<file path="src/rtl/fetch_unit_if.sv">
// fetch_unit_if: instruction-memory request/response bus between the fetch stage
// (master) and the instruction memory (slave). One request outstanding at a time.
interface fetch_unit_if;

    logic        imem_req;    // request strobe, one cycle per request
    logic [31:0] imem_addr;   // request address, valid while imem_req
    logic        imem_valid;  // response strobe
    logic [31:0] imem_rdata;  // instruction word, valid while imem_valid

    modport master (
        output imem_req,
        output imem_addr,
        input  imem_valid,
        input  imem_rdata
    );

    modport slave (
        input  imem_req,
        input  imem_addr,
        output imem_valid,
        output imem_rdata
    );

endinterface

</file>
<file path="src/rtl/fetch_unit.sv">
// fetch_unit: instruction fetch stage with IF/ID pipeline register.
// Holds the PC, issues one instruction-memory request at a time, captures the returned
// word into IF/ID and steers the PC from the decoder's PC_src redirect code, flushing
// wrong-path words. A word that arrives while ID is stalled is parked in a hold buffer.
// Optional build macro FETCH_PERF_CNT_EN adds the fetch_flush_cnt redirect counter.
module fetch_unit #(
    parameter logic [31:0] RESET_PC = 32'h0040_0000
) (
    input  logic                clk,
    input  logic                reset,
    fetch_unit_if.master        imem,
    input  logic [1:0]          PC_src,
    input  logic [31:0]         Branch_target,
    input  logic [31:0]         Jr_target,
    input  logic                Stall,
    output logic [31:0]         ID_instruction,
    output logic [31:0]         ID_PC_plus4,
    output logic                ID_valid,
    output logic [31:0]         IF_PC
`ifdef FETCH_PERF_CNT_EN
    ,
    output logic [31:0]         fetch_flush_cnt
`endif
);

    typedef enum logic [1:0] {
        StFetch,
        StWait,
        StHold
    } state_e;

    state_e      state_q, state_d;
    logic [31:0] pc_q, pc_d;
    logic        discard_q, discard_d;   // outstanding response belongs to a flushed path
    logic [31:0] hold_q, hold_d;         // word that arrived while ID was stalled
    logic [31:0] id_instr_q, id_instr_d;
    logic [31:0] id_pc4_q, id_pc4_d;
    logic        id_valid_q, id_valid_d;

    logic        redirect;
    logic [31:0] redirect_target;
    logic [31:0] pc_plus4;
    logic        load_word;
    logic [31:0] load_data;

    assign pc_plus4 = pc_q + 32'd4;

    // Qualify the redirect code: branches override Stall, ID-stage jumps wait for it.
    always_comb begin
        redirect        = 1'b0;
        redirect_target = Jr_target;
        case (PC_src)
            2'b01: begin
                redirect        = 1'b1;
                redirect_target = Branch_target;
            end
            2'b10: begin
                redirect        = !Stall;
                redirect_target = {id_pc4_q[31:28], id_instr_q[25:0], 2'b00};
            end
            2'b11: begin
                redirect        = !Stall;
                redirect_target = Jr_target;
            end
            default: begin
                redirect        = 1'b0;
                redirect_target = Jr_target;
            end
        endcase
    end

    // Fetch FSM next state, PC steering and IF/ID load; a redirect wins over everything.
    always_comb begin
        state_d   = state_q;
        pc_d      = pc_q;
        discard_d = discard_q;
        hold_d    = hold_q;
        load_word = 1'b0;
        load_data = '0;

        // With no new word, a stalled ID keeps its instruction; otherwise it gets a bubble.
        if (Stall) begin
            id_instr_d = id_instr_q;
            id_pc4_d   = id_pc4_q;
            id_valid_d = id_valid_q;
        end else begin
            id_instr_d = '0;
            id_pc4_d   = '0;
            id_valid_d = 1'b0;
        end

        case (state_q)
            StFetch: begin
                // The request goes out regardless; a redirect marks its response as stale.
                state_d   = StWait;
                discard_d = redirect;
            end
            StWait: begin
                if (imem.imem_valid) begin
                    state_d   = StFetch;
                    discard_d = 1'b0;
                    if (!redirect && !discard_q) begin
                        if (!Stall) begin
                            load_word = 1'b1;
                            load_data = imem.imem_rdata;
                        end else begin
                            hold_d  = imem.imem_rdata;
                            state_d = StHold;
                        end
                    end
                end else if (redirect) begin
                    discard_d = 1'b1;
                end
            end
            StHold: begin
                if (redirect) begin
                    state_d = StFetch;
                end else if (!Stall) begin
                    load_word = 1'b1;
                    load_data = hold_q;
                    state_d   = StFetch;
                end
            end
            default: begin
                state_d = StFetch;
            end
        endcase

        if (redirect) begin
            pc_d       = redirect_target;
            hold_d     = '0;
            id_instr_d = '0;
            id_pc4_d   = '0;
            id_valid_d = 1'b0;
        end else if (load_word) begin
            pc_d       = pc_plus4;
            id_instr_d = load_data;
            id_pc4_d   = pc_plus4;
            id_valid_d = 1'b1;
        end
    end

    // State register with synchronous active-low reset; abandons any outstanding request.
    always_ff @(posedge clk) begin
        if (!reset) begin
            state_q    <= StFetch;
            pc_q       <= RESET_PC;
            discard_q  <= 1'b0;
            hold_q     <= '0;
            id_instr_q <= '0;
            id_pc4_q   <= '0;
            id_valid_q <= 1'b0;
        end else begin
            state_q    <= state_d;
            pc_q       <= pc_d;
            discard_q  <= discard_d;
            hold_q     <= hold_d;
            id_instr_q <= id_instr_d;
            id_pc4_q   <= id_pc4_d;
            id_valid_q <= id_valid_d;
        end
    end

`ifdef FETCH_PERF_CNT_EN
    logic [31:0] flush_cnt_q;

    // Count every qualified redirect; wraps modulo 2^32.
    always_ff @(posedge clk) begin
        if (!reset) begin
            flush_cnt_q <= '0;
        end else if (redirect) begin
            flush_cnt_q <= flush_cnt_q + 32'd1;
        end
    end

    assign fetch_flush_cnt = flush_cnt_q;
`endif

    // Request strobe depends only on state, gated off while reset is held.
    assign imem.imem_req  = (state_q == StFetch) && reset;
    assign imem.imem_addr = pc_q;

    assign ID_instruction = id_instr_q;
    assign ID_PC_plus4    = id_pc4_q;
    assign ID_valid       = id_valid_q;
    assign IF_PC          = pc_q;

endmodule

</file>
<file path="src/flat_wrapper.sv">
// flat-port wrapper written by rule: the top's interface ports become plain ports
module fetch_unit_flat 
#(
    parameter logic [31:0] RESET_PC = 32'h0040_0000
)
  (clk, reset, PC_src, Branch_target, Jr_target, Stall, ID_instruction, ID_PC_plus4, ID_valid, IF_PC, imem_imem_req, imem_imem_addr, imem_imem_valid, imem_imem_rdata);
  fetch_unit_if imem_i ();
  input  logic clk;
  input  logic reset;
  input  logic [1:0] PC_src;
  input  logic [31:0] Branch_target;
  input  logic [31:0] Jr_target;
  input  logic Stall;
  output logic [31:0] ID_instruction;
  output logic [31:0] ID_PC_plus4;
  output logic ID_valid;
  output logic [31:0] IF_PC;
  output wire logic [$bits(imem_i.imem_req)-1:0] imem_imem_req;
  output wire logic [$bits(imem_i.imem_addr)-1:0] imem_imem_addr;
  input wire logic [$bits(imem_i.imem_valid)-1:0] imem_imem_valid;
  input wire logic [$bits(imem_i.imem_rdata)-1:0] imem_imem_rdata;
  assign imem_imem_req = imem_i.imem_req;
  assign imem_imem_addr = imem_i.imem_addr;
  assign imem_i.imem_valid = imem_imem_valid;
  assign imem_i.imem_rdata = imem_imem_rdata;
  fetch_unit #(.RESET_PC(RESET_PC)) u_core (.clk(clk), .reset(reset), .imem(imem_i), .PC_src(PC_src), .Branch_target(Branch_target), .Jr_target(Jr_target), .Stall(Stall), .ID_instruction(ID_instruction), .ID_PC_plus4(ID_PC_plus4), .ID_valid(ID_valid), .IF_PC(IF_PC));
endmodule
</file>
<file path="config.mk">
export PLATFORM = sky130hd
export DESIGN_NAME = fetch_unit_flat
export DESIGN_NICKNAME = d
export VERILOG_FILES = /design/src/rtl/fetch_unit_if.sv /design/src/rtl/fetch_unit.sv /design/src/flat_wrapper.sv
export SDC_FILE = /design/constraint.sdc
export NUM_CORES = 1
export LEC_CHECK = 0
export ABC_CLOCK_PERIOD_IN_PS = 2600
export CAP_MARGIN = 10
export CORE_UTILIZATION = 45
export CTS_BUF_LIST = sky130_fd_sc_hd__clkbuf_8 sky130_fd_sc_hd__clkbuf_16
export DETAILED_ROUTE_END_ITERATION = 8
export PLACE_DENSITY = 0.8
export SYNTH_ARGS = -nofsm -noshare
export SYNTH_HDL_FRONTEND = slang
export SYNTH_SLANG_ARGS = --single-unit
</file>
<file path="constraint.sdc">
create_clock -name clk -period 2.6 [get_ports clk]
set_input_delay 0.39 -clock clk [delete_from_list [all_inputs] [get_ports clk]]
set_output_delay 0.39 -clock clk [all_outputs]
set_load 0.01 [all_outputs]
</file>
==> results of run 1 <==
==> cells in the final DEF, fill, tap and decap left out, types with 8 or more instances in the layout <==
cell type                           n
sky130_fd_sc_hd__a211oi_1          12
sky130_fd_sc_hd__a21oi_1           56
sky130_fd_sc_hd__a22o_1            32
sky130_fd_sc_hd__a22oi_1           71
sky130_fd_sc_hd__and3_1            10
sky130_fd_sc_hd__buf_4             26
sky130_fd_sc_hd__clkbuf_16         17
sky130_fd_sc_hd__clkdlybuf4s50_1  230
sky130_fd_sc_hd__dfxtp_1          132
sky130_fd_sc_hd__inv_1              8
sky130_fd_sc_hd__nand2_1          127
sky130_fd_sc_hd__nand3_1           10
sky130_fd_sc_hd__nand4_1            8
sky130_fd_sc_hd__nor2_1            72
sky130_fd_sc_hd__nor3_1            11
sky130_fd_sc_hd__o21ai_0           62
sky130_fd_sc_hd__xnor2_1           32
sky130_fd_sc_hd__xor2_1            20
==> metrics by stage <==
stage	total power, mW	utilization, %	hold WS (ns)
after floorplan	2.58	-	0.437
after CTS	5.44	65.9	0.454
after detailed placement	2.99	61.7	0.441
after global routing	5.60	65.9	0.470
after global placement	2.98	61.7	0.435
final	5.43	65.9	0.449
==> final cells by class <==
class | count | area [um2] | share of cell area [%]
clock buffer | 19 | 453 | 4.73
multi-input combinational | 586 | 3480 | 36.3
sequential | 132 | 2640 | 27.6
antenna | 2 | 5.00 | 0.0523
clock inverter | 13 | 158 | 1.65
inverter | 7 | 26.3 | 0.274
tap | 184 | 230 | 2.40
timing repair buffer | 261 | 2580 | 27.0
==> worst min-delay path: stages (launching register included) <==
cell	delay (ns)
sky130_fd_sc_hd__dfxtp_1	0.32
sky130_fd_sc_hd__nand2_1	0.04
sky130_fd_sc_hd__o21ai_0	0.05
==> flip-flops by register name, indices dropped and copies added, names as in the netlist <==
| register | flops |
|---|---|
| u_core.ID_PC_plus4 | 32 |
| u_core.ID_instruction | 32 |
| u_core.IF_PC | 32 |
| u_core.hold_q | 32 |
| u_core.state_q | 2 |
| u_core.ID_valid | 1 |
| u_core.discard_q | 1 |
==> kinds of logic (layout without fill, tap and decap cells) <==
group / count (synthesis) / count (layout) / synth area share, %
xor gates and xnor gates: 52 / 52 / 6.80
adders and majority gates: 6 / 6 / 1.12
and+or+nand+nor: 271 / 271 / 18.8
other: 0 / 2 / 0
muxes: 1 / 1 / 0.150
AOI/OAI and AO/OA: 256 / 256 / 24.8
DFF: 132 / 132 / 39.5
buffers and inverters: 115 / 300 / 8.84
==> power groups by stage <==
stage          clock [mW]  combinational [mW]  sequential (mW)
6_report             2.47               0.787             2.17
4_1_cts              2.49               0.784             2.17
2_1_floorplan           0               0.376             2.20
3_3_place_gp            0               0.769             2.21
3_5_place_dp            0               0.780             2.21
5_1_grt              2.58               0.852             2.18
==> per-layer routing <==
metal  GRT usage [%]  up-vias
li1                -     3255
met1            38.9     3190
met2            44.9      309
met3            5.68       48
met4            13.2        0
met5               0        -
==> how the worst max path moves through the flow <==
stage,start,to,cells past startpoint
final,u_core.IF_PC[9]$_SDFFE_PN0P_,u_core.IF_PC[22]$_SDFFE_PN1P_,5
after floorplan,u_core.IF_PC[2]$_SDFFE_PN0P_,u_core.IF_PC[22]$_SDFFE_PN1P_,8
after global routing,u_core.state_q[0]$_SDFFE_PN0P_,u_core.ID_PC_plus4[22]$_SDFFE_PP0P_,6
after detailed placement,PC_src[1],u_core.ID_PC_plus4[16]$_SDFFE_PP0P_,5
after CTS,u_core.IF_PC[9]$_SDFFE_PN0P_,u_core.IF_PC[22]$_SDFFE_PN1P_,5
after global placement,PC_src[1],u_core.ID_PC_plus4[13]$_SDFFE_PP0P_,5
==> Flow_metrics.wiki, run 1 <==
{| class="wikitable"
! Metric !! Value
|-
| Status || finished clean
|-
| IR drop worst, VDD || between 0.4 and 0.5 mV
|-
| Post-detailed-routing wire length || 21900 um
|-
| FF+latch count, synth || 132
|-
| Core box area || 14500 um2
|-
| Startpoint of the lowest-slack hold path || u_core.ID_PC_plus4[18]$_SDFFE_PP0P_
|-
| Worst-Margin Slew || 0.594 ns
|-
| Average routed wire per standard cell || 18.2 um
|-
| Hold Path Stages || 2
|-
| Placed cell count || 1170
|-
| Via-per-instance ratio || 5.65
|-
| Sequential fraction of the synthesis area || approximately 39%
|-
| Path type of the worst setup path || reg2reg
|-
| Via count of the routed design || 6802
|-
| Worst Path Max Fanout || 9
|-
| Worst setup slack after placement || 0.100 ns
|-
| TritonCTS sink count || 132
|-
| Number of max-cap violations || 0
|-
| Area share of the largest cell type after synthesis || 39.5%
|-
| Kind of path behind the tightest hold check || reg2reg
|-
| Placed Area || 8960 um2
|-
| DRC marker count from the first detailed-route iteration || 579
|-
| Vertical die dimension || 124 um
|-
| Highest-delay cell along the critical path || sky130_fd_sc_hd__dfxtp_1
|-
| Fraction of final layout cells sized beyond drive strength 1 || approximately 7.3%
|-
| Setup crit end kind || flop
|-
| I/O Buffers || 231
|-
| Initial antenna violation count || 2
|-
| Starting Density || ~46%
|-
| Minimum clock period after layout || 2.20 ns
|-
| Global-route total usage across every layer || around 29%
|-
| Data required time of the critical path || 2.91 ns
|-
| Count of placed standard cells in the final layout, fillers left out || 1204
|-
| I/O pin count || 232
|-
| Buffers & Inverters on Critical Path || 0
|-
| Setup TNS Final || 0 ns
|-
| Postcts setup bufs || 0
|-
| Area of the die || 15400 um2
|-
| Overflow after GRT || 0
|-
| Worst R2R Path Depth || 5
|-
| Clock transition at the registers of the reported paths || 0.06 ns
|-
| First-pass GRT wire length || 33700 um
|-
| Top cell by count, worst path || sky130_fd_sc_hd__and4_1
|-
| First-pass iteration count of the detailed router || 5
|-
| Count of hold-fix buffers inserted at cts || 0
|-
| Number of enable flip-flop cells after synthesis || 0
|-
| Setup repair after global routing missed its margin || false
|-
| Rows || 44
|-
| Main area contributors after synthesis || sky130_fd_sc_hd__dfxtp_1, sky130_fd_sc_hd__a22oi_1, sky130_fd_sc_hd__nand2_1
|-
| Pin count of the biggest net entering global routing || 48
|-
| Inserted Clock Buffers || 17
|-
| Worst hold endpoint || u_core.ID_PC_plus4[18]$_SDFFE_PP0P_
|-
| Ordered cell list for the critical path || and4_1 -> and4_1 -> nand4_4 -> o211a_1 -> or3_1
|-
| Main flop type after synthesis || sky130_fd_sc_hd__dfxtp_1
|-
| Synthesis-to-finish area growth || 43.1%
|-
| Met1 layer wirelength in the final routing || 9510 um
|-
| Clock root buffer || sky130_fd_sc_hd__clkbuf_16
|-
| Combinational fraction of design power || about 14%
|-
| Leakage power || 3.24 nW
|-
| R2r setup slk || just under 0.4 ns
|-
| Uppermost signal routing layer after detailed routing || met4
|-
| Endpoint of the most critical register-to-register path || u_core.IF_PC[22]$_SDFFE_PN1P_
|-
| Achievable clock frequency || 454 MHz
|-
| Sw frac || 25.5%
|-
| Antenna viol nets, final || 0
|-
| Proportion of synthesized flip-flops having asynchronous set or reset || 0%
|-
| Number of filler cells placed in the layout || 1210
|-
| Number of endpoints with negative hold slack in the final report || 0
|-
| Worst-case setup margin in the final layout || 0.395 ns
|-
| Max H-tree Level || 4
|-
| Horiz. Die Dim || 124 um
|-
| CTS tree || built
|-
| Setup Skew || roughly 0.007 ns
|-
| Signal arrival time at the worst endpoint || 2.51 ns
|-
| Mean Syn Cell Area || about 8.0 um2
|-
| Post-synthesis instance area || 6690 um2
|-
| GPL Wtd Cong || 0.865
|-
| Net switching power figure || 1.38 mW
|-
| Worst Setup Start Kind || flop
|-
| Delay-heaviest family, CP || simple AND/OR/NAND/NOR gates
|-
| Power share of the clock group || between 40% and 50%
|-
| Post-route DRC violation count || 0
|-
| Max-slew headroom at the worst pin || ~60%
|-
| Total power per unit cell area || 567 nW/um2
|-
| Estimated wirelength of the detail-placed design || approximately 16000 um
|-
| Via count of the first global-routing pass || 6330
|-
| Post-Synthesis Net Count || 941
|-
| Post-synth cell types || 50
|-
| Final design instance area without fill || 9580 um2
|-
| Max Root-Sink Buffers || 2
|-
| Beginning of the worst register-to-register path || u_core.IF_PC[9]$_SDFFE_PN0P_
|-
| Resized Gates After CTS || 0
|-
| Synth warnings || 0
|-
| Clock Latency Late Sink || about 0.42 ns
|-
| Final cycle utilization of the critical path || around 85%
|-
| Synthesized instance count || 833
|-
| Most frequent cells after synthesis || sky130_fd_sc_hd__dfxtp_1, sky130_fd_sc_hd__nand2_1, sky130_fd_sc_hd__nor2_1, sky130_fd_sc_hd__a22oi_1, sky130_fd_sc_hd__o21ai_0
|-
| Leading cell type by number of instances after synthesis || sky130_fd_sc_hd__dfxtp_1
|-
| Total number of nets in the final design || 1113
|-
| Amount of wire on met3 after detailed routing || ~1500 um
|-
| Max-slew violation count || 0
|-
| Met2 routed wirelength || 10200 um
|-
| Sequential share of power || 39.9%
|-
| Worst path max stage delay || just over 0.5 ns
|-
| Number of setup violations in the final report || 0
|-
| Internal power || 4.05 mW
|-
| Largest area contributor in the synthesized netlist || sky130_fd_sc_hd__dfxtp_1
|}
(Power assumes the default switching activity.)
==> run 2: changes to the inputs <==
--- a/config.mk
+++ b/config.mk
@@ -5,12 +5,12 @@
 export SDC_FILE = /design/constraint.sdc
 export NUM_CORES = 1
 export LEC_CHECK = 0
-export ABC_CLOCK_PERIOD_IN_PS = 2600
+export ABC_CLOCK_PERIOD_IN_PS = 1800
 export CAP_MARGIN = 10
-export CORE_UTILIZATION = 45
+export CORE_UTILIZATION = 41
 export CTS_BUF_LIST = sky130_fd_sc_hd__clkbuf_8 sky130_fd_sc_hd__clkbuf_16
 export DETAILED_ROUTE_END_ITERATION = 8
-export PLACE_DENSITY = 0.8
+export PLACE_DENSITY = 0.77
 export SYNTH_ARGS = -nofsm -noshare
 export SYNTH_HDL_FRONTEND = slang
 export SYNTH_SLANG_ARGS = --single-unit
==> constraint.sdc (replaced) <==
create_clock -name clk -period 1.8 [get_ports clk]
set_input_delay 0.27 -clock clk [delete_from_list [all_inputs] [get_ports clk]]
set_output_delay 0.27 -clock clk [all_outputs]
set_load 0.01 [all_outputs]
==> run 2 against run 1 <==
Net effect:
- the run now ends with negative setup slack left
- setup slack got worse by 0.70 ns
- die area grew 9.6%
- hold slack lost 0.035 ns
- critical path type unchanged
- largest cell class unchanged
==> Flow_metrics.wiki, run 2 (synthesis gave the netlist of run 1 again) <==
{| class="wikitable"
! Metric !! Value
|-
| Placed cell count || 1269
|-
| Via count of the first global-routing pass || 6748
|-
| Max H-tree Level || 4
|-
| Data required time of the critical path || 2.14 ns
|-
| Rows || 46
|-
| Violated checks || negative setup slack
|-
| Worst Setup Start Kind || flop
|-
| Hold Path Stages || 3
|-
| Count of placed standard cells in the final layout, fillers left out || 1318
|-
| Setup Skew || between 0.01 and 0.015 ns
|-
| Starting Density || 42.1%
|-
| Clock root buffer || sky130_fd_sc_hd__clkbuf_16
|-
| Area used by sequential logic in the layout || 2660 um2
|-
| Global-route total usage across every layer || between 20% and 30%
|-
| Vertical die dimension || roughly 130 um
|-
| Number of setup violations in the final report || 58
|-
| Minimum clock period after layout || 2.10 ns
|-
| Final Total Pwr || 8.34 mW
|-
| Max-slew headroom at the worst pin || about 67%
|-
| Power share of the clock group || 45.4%
|-
| Worst R2R Path Depth || 8
|-
| Startpoint of the lowest-slack hold path || imem_imem_rdata[0]
|-
| Net switching power figure || between 2 and 2.5 mW
|-
| R2r setup slk || -0.30 ns
|-
| Max Root-Sink Buffers || 2
|-
| Final cycle utilization of the critical path || 117%
|-
| Via count of the routed design || 7393
|-
| Leakage power || 4.20 nW
|-
| Number of endpoints with negative hold slack in the final report || 0
|-
| Sequential share of power || 36.9%
|-
| Beginning of the worst register-to-register path || u_core.state_q[0]$_SDFFE_PN0P_
|-
| Synthesis-to-finish area growth || 67.0%
|-
| Area of the die || 16800 um2
|-
| Max-slew violation count || 0
|-
| Initial antenna violation count || 3
|-
| Post-layout util || 70.4%
|-
| TritonCTS sink count || between 100 and 150
|-
| Post-route DRC violation count || 0
|-
| Worst hold endpoint || u_core.hold_q[0]$_SDFFE_PP0P_
|-
| Overflow after GRT || 0
|-
| GPL Wtd Cong || 0.879
|-
| Estimated wirelength of the detail-placed design || 17300 um
|-
| First-pass GRT wire length || 36800 um
|-
| Signal arrival time at the worst endpoint || 2.44 ns
|-
| Setup repair after global routing missed its margin || true
|-
| Kind of path behind the tightest hold check || in2reg
|-
| Antenna viol nets, final || 0
|-
| Ordered cell list for the critical path || inv_2 -> ha_4 -> nor4b_4 -> buf_4 -> o21a_4 -> nand4_1 -> or3_1 -> a31oi_1
|-
| Most common cell after layout, fill and taps aside || sky130_fd_sc_hd__clkdlybuf4s50_1
|-
| First-pass iteration count of the detailed router || 5
|-
| Number of max-cap violations || 0
|-
| Setup crit end kind || flop
|-
| Via-per-instance ratio || around 5.6
|-
| Clock Latency Late Sink || ~0.43 ns
|-
| Post-detailed-routing wire length || ~26000 um
|-
| Horiz. Die Dim || around 130 um
|-
| Endpoint of the most critical register-to-register path || u_core.IF_PC[30]$_SDFFE_PN0P_
|-
| Commonest non-fill, non-tap cells in the layout || sky130_fd_sc_hd__clkdlybuf4s50_1, sky130_fd_sc_hd__dfxtp_1, sky130_fd_sc_hd__nand2_1
|-
| IR drop worst, VDD || 0.696 mV
|-
| Worst Path Max Fanout || 4
|-
| Area used by multi-input combinational logic || 4060 um2
|-
| Path type of the worst setup path || reg2reg
|-
| Total number of nets in the final design || approximately 1200
|-
| Internal power || 6.25 mW
|-
| Worst setup slack after placement || -0.462 ns
|-
| Worst path max stage delay || 0.39 ns
|-
| Status || finished, violations left
|-
| Worst-Margin Slew || 0.493 ns
|-
| I/O Buffers || between 200 and 250
|-
| Core box area || ~16000 um2
|-
| Inserted Clock Buffers || 17
|-
| Highest-delay cell along the critical path || sky130_fd_sc_hd__or3_1
|-
| Achievable clock frequency || around 480 MHz
|-
| Number of filler cells placed in the layout || 1185
|-
| Fraction of final layout cells sized beyond drive strength 1 || 22.4%
|-
| Combinational fraction of design power || 17.7%
|-
| Total power per unit cell area || 746 nW/um2
|-
| Clock transition at the registers of the reported paths || 0.06 ns
|-
| DRC marker count from the first detailed-route iteration || between 500 and 600
|-
| CTS tree || built
|-
| Pin count of the biggest net entering global routing || 49
|-
| I/O pin count || 232
|-
| Worst-case setup margin in the final layout || -0.302 ns
|-
| Average routed wire per standard cell || around 19 um
|-
| Sw frac || 25.0%
|}
run 2: cell count changes in the layout (fill, tap and decap cells not counted), sizes merged:
cell,previous run,this run
clkbuf,19,22
diode,2,1
dlymetal6s2s,0,12
clkdlybuf4s50,230,217
dlygate4sd2,0,1
buf,31,116
clkinv,5,0
bufinv,3,4
clkinvlp,3,2
run 2: how the worst max path moves through the flow:
stage	startpoint	endpoint	depth (start not counted)
after floorplan	u_core.IF_PC[2]$_SDFFE_PN0P_	u_core.IF_PC[22]$_SDFFE_PN1P_	8
after global placement	PC_src[1]	u_core.IF_PC[19]$_SDFFE_PN0P_	7
after detailed placement	PC_src[1]	u_core.IF_PC[19]$_SDFFE_PN0P_	7
after CTS	u_core.state_q[0]$_SDFFE_PN0P_	u_core.IF_PC[6]$_SDFFE_PN0P_	9
after global routing	u_core.state_q[0]$_SDFFE_PN0P_	u_core.IF_PC[30]$_SDFFE_PN0P_	8
final	u_core.state_q[0]$_SDFFE_PN0P_	u_core.IF_PC[30]$_SDFFE_PN0P_	8
run 2: what timing repair did:
action,CTS,global route
pin swaps,13,47
gates cloned,4,1
gates resized for setup,56,101
endpoints found under the setup margin,84,129
hold endpoints to repair,0,0
hold buffers,0,0
buffers inserted,8,8
run 2: metal layers:
metal  up-vias  wire, um  GRT usage [%]
met2       381     12200           47.0
met1      3507     10400           37.1
met4         4       915           12.4
met5         -        25              0
li1       3434         -              -
met3        67      2040           7.18
run 2: final cells by class:
cell class | instances | share of cell area, %
inverters | 7 | 0.235
repair buffers | 346 | 31.5
flip-flops and latches | 132 | 23.8
clock inverters | 8 | 1.32
clock buffers | 22 | 4.42
multi-input cells | 586 | 36.3
well taps | 216 | 2.42
diodes | 1 | 0.0224
run 2: through the flow:
| step | setup TNS [ns] | instance area, um2 | hold WS [ns] |
|---|---|---|---|
| floorplan | -0.0995 | 6820 | 0.406 |
| finish | -5.57 | 11200 | 0.414 |
| detailed placement | -48.43 | 9690 | 0.444 |
| CTS | -5.64 | 10700 | 0.388 |
| global route | -10.07 | 11200 | 0.424 |
| global placement | -42.48 | 9690 | 0.432 |
run 2: power by group through the flow:
stage	Clock, mW	Combinational, mW	Sequential, mW
floorplan	0	0.553	3.19
global placement	0	1.33	3.13
detailed placement	0	1.35	3.13
CTS	3.80	1.39	3.07
global route	3.96	1.57	3.08
finish	3.79	1.47	3.08
run 2: critical path: cells and delay by family, from the launching register on:
family                   cells  cell delay, ns
flip-flops                   1            0.36
AO/OA/AOI/OAI                2            0.42
adder cells (fa/ha/maj)      1            0.26
buffers and inverters        2            0.24
AND/OR/NAND/NOR              3            0.72
